===== config.mk =====
export PLATFORM = sky130hd
export DESIGN_NAME = sweep_ctrl
export DESIGN_NICKNAME = d
export VERILOG_FILES = /design/src/rtl/sweep_ctrl.sv
export SDC_FILE = /design/constraint.sdc
export NUM_CORES = 1
export LEC_CHECK = 0
export ABC_AREA = 1
export CAP_MARGIN = 20
export CORE_AREA = 2 2 61 75
export CTS_CLUSTER_SIZE = 24
export DETAILED_ROUTE_END_ITERATION = 7
export DIE_AREA = 0 0 63 77
export PLACE_DENSITY_LB_ADDON = 0.25
export SLEW_MARGIN = 20
export SYNTH_ARGS = -nofsm -noshare
export SYNTH_HDL_FRONTEND = slang
export SYNTH_SLANG_ARGS = --single-unit
export TNS_END_PERCENT = 1

===== constraint.sdc =====
create_clock -name clk -period 2.6 [get_ports clk]
set_input_delay 0.65 -clock clk [delete_from_list [all_inputs] [get_ports clk]]
set_output_delay 0.65 -clock clk [all_outputs]
set_load 0.01 [all_outputs]

===== src/rtl/sweep_ctrl.sv =====
// -----------------------------------------------------------------------------
// sweep_ctrl
//
// Sequencer for an external universal up/down counter.  Produces a sawtooth
// (count up, natural wrap) or triangle (up/down ping-pong) sweep, paced by a
// programmable prescaler, with clear, preset, hold and abort commands.
//
// Parameters
//   N  counter data width (preset value / d output)
//   P  prescaler width (div input)
//
// Ports
//   clk       in   clock, rising edge
//   reset     in   asynchronous, active-high reset
//   start     in   begin a sweep (accepted only when idle)
//   stop      in   abort the sweep and return to idle (highest priority)
//   hold      in   freeze stepping and the prescaler while high
//   load_req  in   preset the counter to load_val (second priority)
//   load_val  in   [N] preset value
//   mode      in   0 = sawtooth, 1 = triangle; sampled when a sweep starts
//   div       in   [P] step period minus one, in clk cycles; live while busy
//   max_tick  in   counter is all-ones
//   min_tick  in   counter is zero
//   syn_clr   out  synchronous clear to the counter
//   load      out  parallel load to the counter
//   en        out  count enable
//   up        out  count direction (1 = up)
//   d         out  [N] preset data
//   busy      out  high whenever not idle
//   dir_chg   out  one-cycle pulse in the first cycle after a triangle reversal
//   wrap      out  one-cycle pulse in the cycle after a sawtooth wrap step
// -----------------------------------------------------------------------------
module sweep_ctrl #(
    parameter int N = 8,
    parameter int P = 16
) (
    input  logic         clk,
    input  logic         reset,
    input  logic         start,
    input  logic         stop,
    input  logic         hold,
    input  logic         load_req,
    input  logic [N-1:0] load_val,
    input  logic         mode,
    input  logic [P-1:0] div,
    input  logic         max_tick,
    input  logic         min_tick,
    output logic         syn_clr,
    output logic         load,
    output logic         en,
    output logic         up,
    output logic [N-1:0] d,
    output logic         busy,
    output logic         dir_chg,
    output logic         wrap
);

    typedef enum logic [2:0] {
        S_IDLE = 3'd0,
        S_CLR  = 3'd1,
        S_UP   = 3'd2,
        S_DOWN = 3'd3,
        S_LOAD = 3'd4
    } state_t;

    state_t         state_reg, state_next;
    state_t         ret_reg, ret_next;       // where LOAD goes back to
    logic [P-1:0]   pcnt_reg, pcnt_next;
    logic [N-1:0]   d_reg, d_next;
    logic           mode_reg, mode_next;     // sweep shape latched at start
    logic           dir_chg_reg, dir_chg_next;
    logic           wrap_reg, wrap_next;

    logic           running;
    logic           step;
    logic           turn;
    logic           en_int;
    logic           entering_run;
    logic           reversing;

    // -------------------------------------------------------------------------
    // Step / turn decode from registered state and live ticks
    // -------------------------------------------------------------------------
    always_comb begin
        running = (state_reg == S_UP) || (state_reg == S_DOWN);
        step    = running && !hold && (pcnt_reg == div);
        // A triangle sweep reaching an endpoint spends that step turning
        // around instead of counting, so the endpoint dwells one extra period.
        turn    = mode_reg && (((state_reg == S_UP) && max_tick) ||
                               ((state_reg == S_DOWN) && min_tick));
        en_int  = step && !turn;
    end

    // -------------------------------------------------------------------------
    // State register (plus all other sequential state)
    // -------------------------------------------------------------------------
    always_ff @(posedge clk or posedge reset) begin
        if (reset) begin
            state_reg   <= S_IDLE;
            ret_reg     <= S_IDLE;
            pcnt_reg    <= '0;
            d_reg       <= '0;
            mode_reg    <= 1'b0;
            dir_chg_reg <= 1'b0;
            wrap_reg    <= 1'b0;
        end else begin
            state_reg   <= state_next;
            ret_reg     <= ret_next;
            pcnt_reg    <= pcnt_next;
            d_reg       <= d_next;
            mode_reg    <= mode_next;
            dir_chg_reg <= dir_chg_next;
            wrap_reg    <= wrap_next;
        end
    end

    // -------------------------------------------------------------------------
    // Next-state logic: stop > load_req > start; losers are simply dropped
    // -------------------------------------------------------------------------
    always_comb begin
        state_next = state_reg;
        ret_next   = ret_reg;
        d_next     = d_reg;
        mode_next  = mode_reg;

        if (stop) begin
            state_next = S_IDLE;
        end else if (load_req && (state_reg != S_LOAD)) begin
            d_next     = load_val;
            state_next = S_LOAD;
            case (state_reg)
                S_IDLE:  ret_next = S_IDLE;
                S_DOWN:  ret_next = S_DOWN;
                default: ret_next = S_UP;    // UP, and CLR resumes as UP
            endcase
        end else begin
            case (state_reg)
                S_IDLE: begin
                    if (start) begin
                        state_next = S_CLR;
                        mode_next  = mode;
                    end
                end
                S_CLR:   state_next = S_UP;
                S_UP:    if (step && turn) state_next = S_DOWN;
                S_DOWN:  if (step && turn) state_next = S_UP;
                S_LOAD:  state_next = ret_reg;
                default: state_next = S_IDLE;
            endcase
        end
    end

    // -------------------------------------------------------------------------
    // Prescaler and event pulses
    // -------------------------------------------------------------------------
    always_comb begin
        entering_run = ((state_next == S_UP) || (state_next == S_DOWN)) &&
                       (state_next != state_reg);
        reversing    = ((state_reg == S_UP) && (state_next == S_DOWN)) ||
                       ((state_reg == S_DOWN) && (state_next == S_UP));

        pcnt_next = pcnt_reg;
        if (entering_run) begin
            pcnt_next = '0;
        end else if (running && !hold) begin
            // Equality compare only: if div is lowered below the current
            // count, the prescaler rolls through 2^P before matching again.
            pcnt_next = (pcnt_reg == div) ? '0 : pcnt_reg + P'(1);
        end

        dir_chg_next = reversing;
        wrap_next    = en_int && max_tick && !mode_reg;
    end

    // -------------------------------------------------------------------------
    // Output decode
    // -------------------------------------------------------------------------
    always_comb begin
        syn_clr = (state_reg == S_CLR);
        load    = (state_reg == S_LOAD);
        en      = en_int;
        up      = (state_reg != S_DOWN);
        busy    = (state_reg != S_IDLE);
        d       = d_reg;
        dir_chg = dir_chg_reg;
        wrap    = wrap_reg;
    end

endmodule


==> results of run 1 <==
-- where the power goes --
group / switching [mW] / internal, mW / total (mW)
registers: 0.0507 / 0.556 / 0.606
clock network: 0.194 / 0.284 / 0.478
logic: 0.205 / 0.217 / 0.422
-- timing repair --
action,in CTS,in global routing
buffers inserted,5,0
gates resized for setup,24,1
pin swaps,14,2
endpoints found under the hold margin,0,0
cloned,0,0
setup endpoints to repair,1,1
-- layer usage --
metal	part of all wire	track usage	up-vias
met1	0.42	0.247	941
met3	0.054	0.0513	5
li1	-	-	1063
met4	0.011	0.0978	0
met2	0.52	0.406	47
met5	0	0	-
-- metrics by stage --
step | setup slack [ps] | hold WS [ps] | cells | setup TNS, ps | util
floorplan | 313 | 464 | 301 | 0 | -
global placement | -460 | 476 | 417 | -998 | 0.689
detailed placement | -464 | 489 | 417 | -1790 | 0.689
CTS | 5.73 | 506 | 430 | 0 | 0.724
global route | 15.6 | 521 | 430 | 0 | 0.724
finish | 158 | 497 | 430 | 0 | 0.724
-- final cells by class --
| type | count | share of cell area |
|---|---|---|
| multi-input cells | 206 | 0.385 |
| well taps | 56 | 0.0234 |
| repair buffers | 69 | 0.214 |
| clock inverters | 2 | 0.0117 |
| inverters | 59 | 0.0740 |
| clock buffers | 6 | 0.0242 |
| flip-flops and latches | 32 | 0.268 |
-- path summary, 6_finish.rpt --
check                           cells past startpoint           end  slack (ps)
worst max register to register                     20   pcnt_reg[6]         310
worst min-delay path                                1    ret_reg[1]         500
max in group asynchronous                           3  pcnt_reg[10]        1560
min in group asynchronous                           3          wrap         740
worst min register to register                      1    ret_reg[1]         500
worst max-delay path                               11            en         160
-- layout by cell type (no fill, tap or decap), types with 2 or more instances in the layout --
master           count
inv_2               17
nand3_1             18
a21oi_1              3
buf_4               20
dfrtp_1             32
nor2_4              13
o21ai_1              2
nand4_1              5
inv_1               42
xnor2_2              2
o21ai_0             12
buf_12               2
nand2_2             11
dlygate4sd2_1       15
nor2_2               6
nand3_2              2
clkbuf_8             5
xor2_1               2
clkdlybuf4s50_1     30
nand2_1             74
nor3_1               4
mux2_2               8
nor2_1              32
a21oi_2              2
-- logic make-up after synthesis --
kind of cell    synth area share
simple gates               0.383
xor+xnor                  0.0200
flops                      0.366
buf+inv                    0.117
fa+ha+maj                0.00572
compound gates            0.0669
mux                       0.0412
==> reports/qor.txt, run 1 <==
Status -> finished, final reports clean
Clk slew on worst S/H paths -> 60 ps
Avg Vias per Cell -> 4.78
First-pass DRT Iterations -> 4
Post-DRT Antenna Nets -> 0
DIE HEIGHT -> 77 um
Hold Startpoint -> ret_reg[1]
Critical Path Start -> div[2]
Placed Instance Area -> 2850 um^2
# fillers -> 360
HP Class -> reg2reg
WP data arrival -> 1790 ps
TritonCTS clock tree -> done
Initial antenna violation count -> 0
# rows -> 26
Worst-path fanout max -> 2
Buffers & Inverters on Critical Path -> 3
Final wirelength -> 4.86 mm
Final Setup Violations -> 0
Final #Nets -> 407
Dominant cells by area after synthesis -> dfrtp_1, nand2_1, inv_1
P_leak -> 1.40 nW
Core Area -> 4130 um^2
Synth async-reset ratio -> 1.00
Yosys cell types -> 31
Post-DP HPWL -> 3.64 mm
PwrDens -> 503 nW/um^2
Slew Viols, Final -> 0
DR vias -> 2056
Clk Latency, worst-skew pair -> 290 ps
Wire per inst -> 11.3 um
Yosys top cell area share -> 0.366
Num ports -> 48
Gate Count Post-Synth -> 301
Initial Utilization -> 0.529
Clock Tree Root -> clkbuf_8
Largest net degree at the start of global routing -> 33
Final Skew -> 7.31 ps
Avg Synthesized Cell Area -> 7.27 um^2
Final global-route overflow total -> 0
Hold Vio Cnt, Final -> 0
Area of the multi-input gates -> 1150 um^2
Total GRT Usage -> 0.225
Worst r2r src -> pcnt_reg[3]
Max FFs per register -> 16
DR DRC count -> 0
Design Area, Final -> 2990 um^2
Total CTS buffers -> 5
First-pass GRT wire length -> 8.78 mm
Most used DFF post-synth -> dfrtp_1
CP max stage delay -> 240 ps
Layout area overhead -> 36.8%
Port bufs -> 47
Cell family with most CP delay -> simple AND/OR/NAND/NOR gates
Fin crit period -> 2440 ps
Ys Warns -> 0
Max-Cap Viols -> 0
Cells along the critical path -> dlygate4sd2_1 > nand2_1 > nand2_1 > nor2_2 > inv_1 > nor2_2 > nand2_2 > nor2_4 > nand2_2 > nor2_1 > buf_2
Vias in the first global route -> 2120
Crit-path slowest cell -> dlygate4sd2_1
#FFs+latches synth -> 32
Crit Path Category -> in2out
H-tree levels -> 2
Mapped Area -> 2190 um^2
Worst vdd ir -> 0.000472 V
CTS sink count -> 32
Area leader, netlist -> dfrtp_1
GPL Wtd Cong -> 0.888
Syn_nets -> 335
Post-synth EDFFs -> 0
Antenna diodes -> 0
Die width -> 63 um
Startpoint Class -> input pin
Commonest cells in the netlist -> nand2_1, inv_1, nor2_1
Slew HR -> 0.725
Req. time, crit path -> 1950 ps
Die area -> 4850 um^2
Power, Total -> 1.51 mW
Final Cycle Share -> 0.939
Most common cell in the netlist -> nand2_1
Initial DRC count -> 64
Cts hold-fix bufs -> 0
Footprint of the flip-flops and latches -> 801 um^2
RSZ-0062 raised after global routing -> false
Longest Clk Path Bufs -> 2
FMAX -> 410 MHz
Worst slew pin tran -> 413 ps
Proportion of layout cells with a drive suffix above 1 -> 0.254
Sequential area share after synthesis -> 0.366
Crit. End Element -> output pin
No activity file was read; power rests on OpenSTA's default activity.
==> run 2: changes to the inputs <==
--- a/config.mk
+++ b/config.mk
@@ -6,7 +6,6 @@
 export NUM_CORES = 1
 export LEC_CHECK = 0
 export ABC_AREA = 1
-export CAP_MARGIN = 20
 export CORE_AREA = 2 2 61 75
 export CTS_CLUSTER_SIZE = 24
 export DETAILED_ROUTE_END_ITERATION = 7
==> results of run 2 <==
Final layout, timing and power as in run 1 (identical DEF).
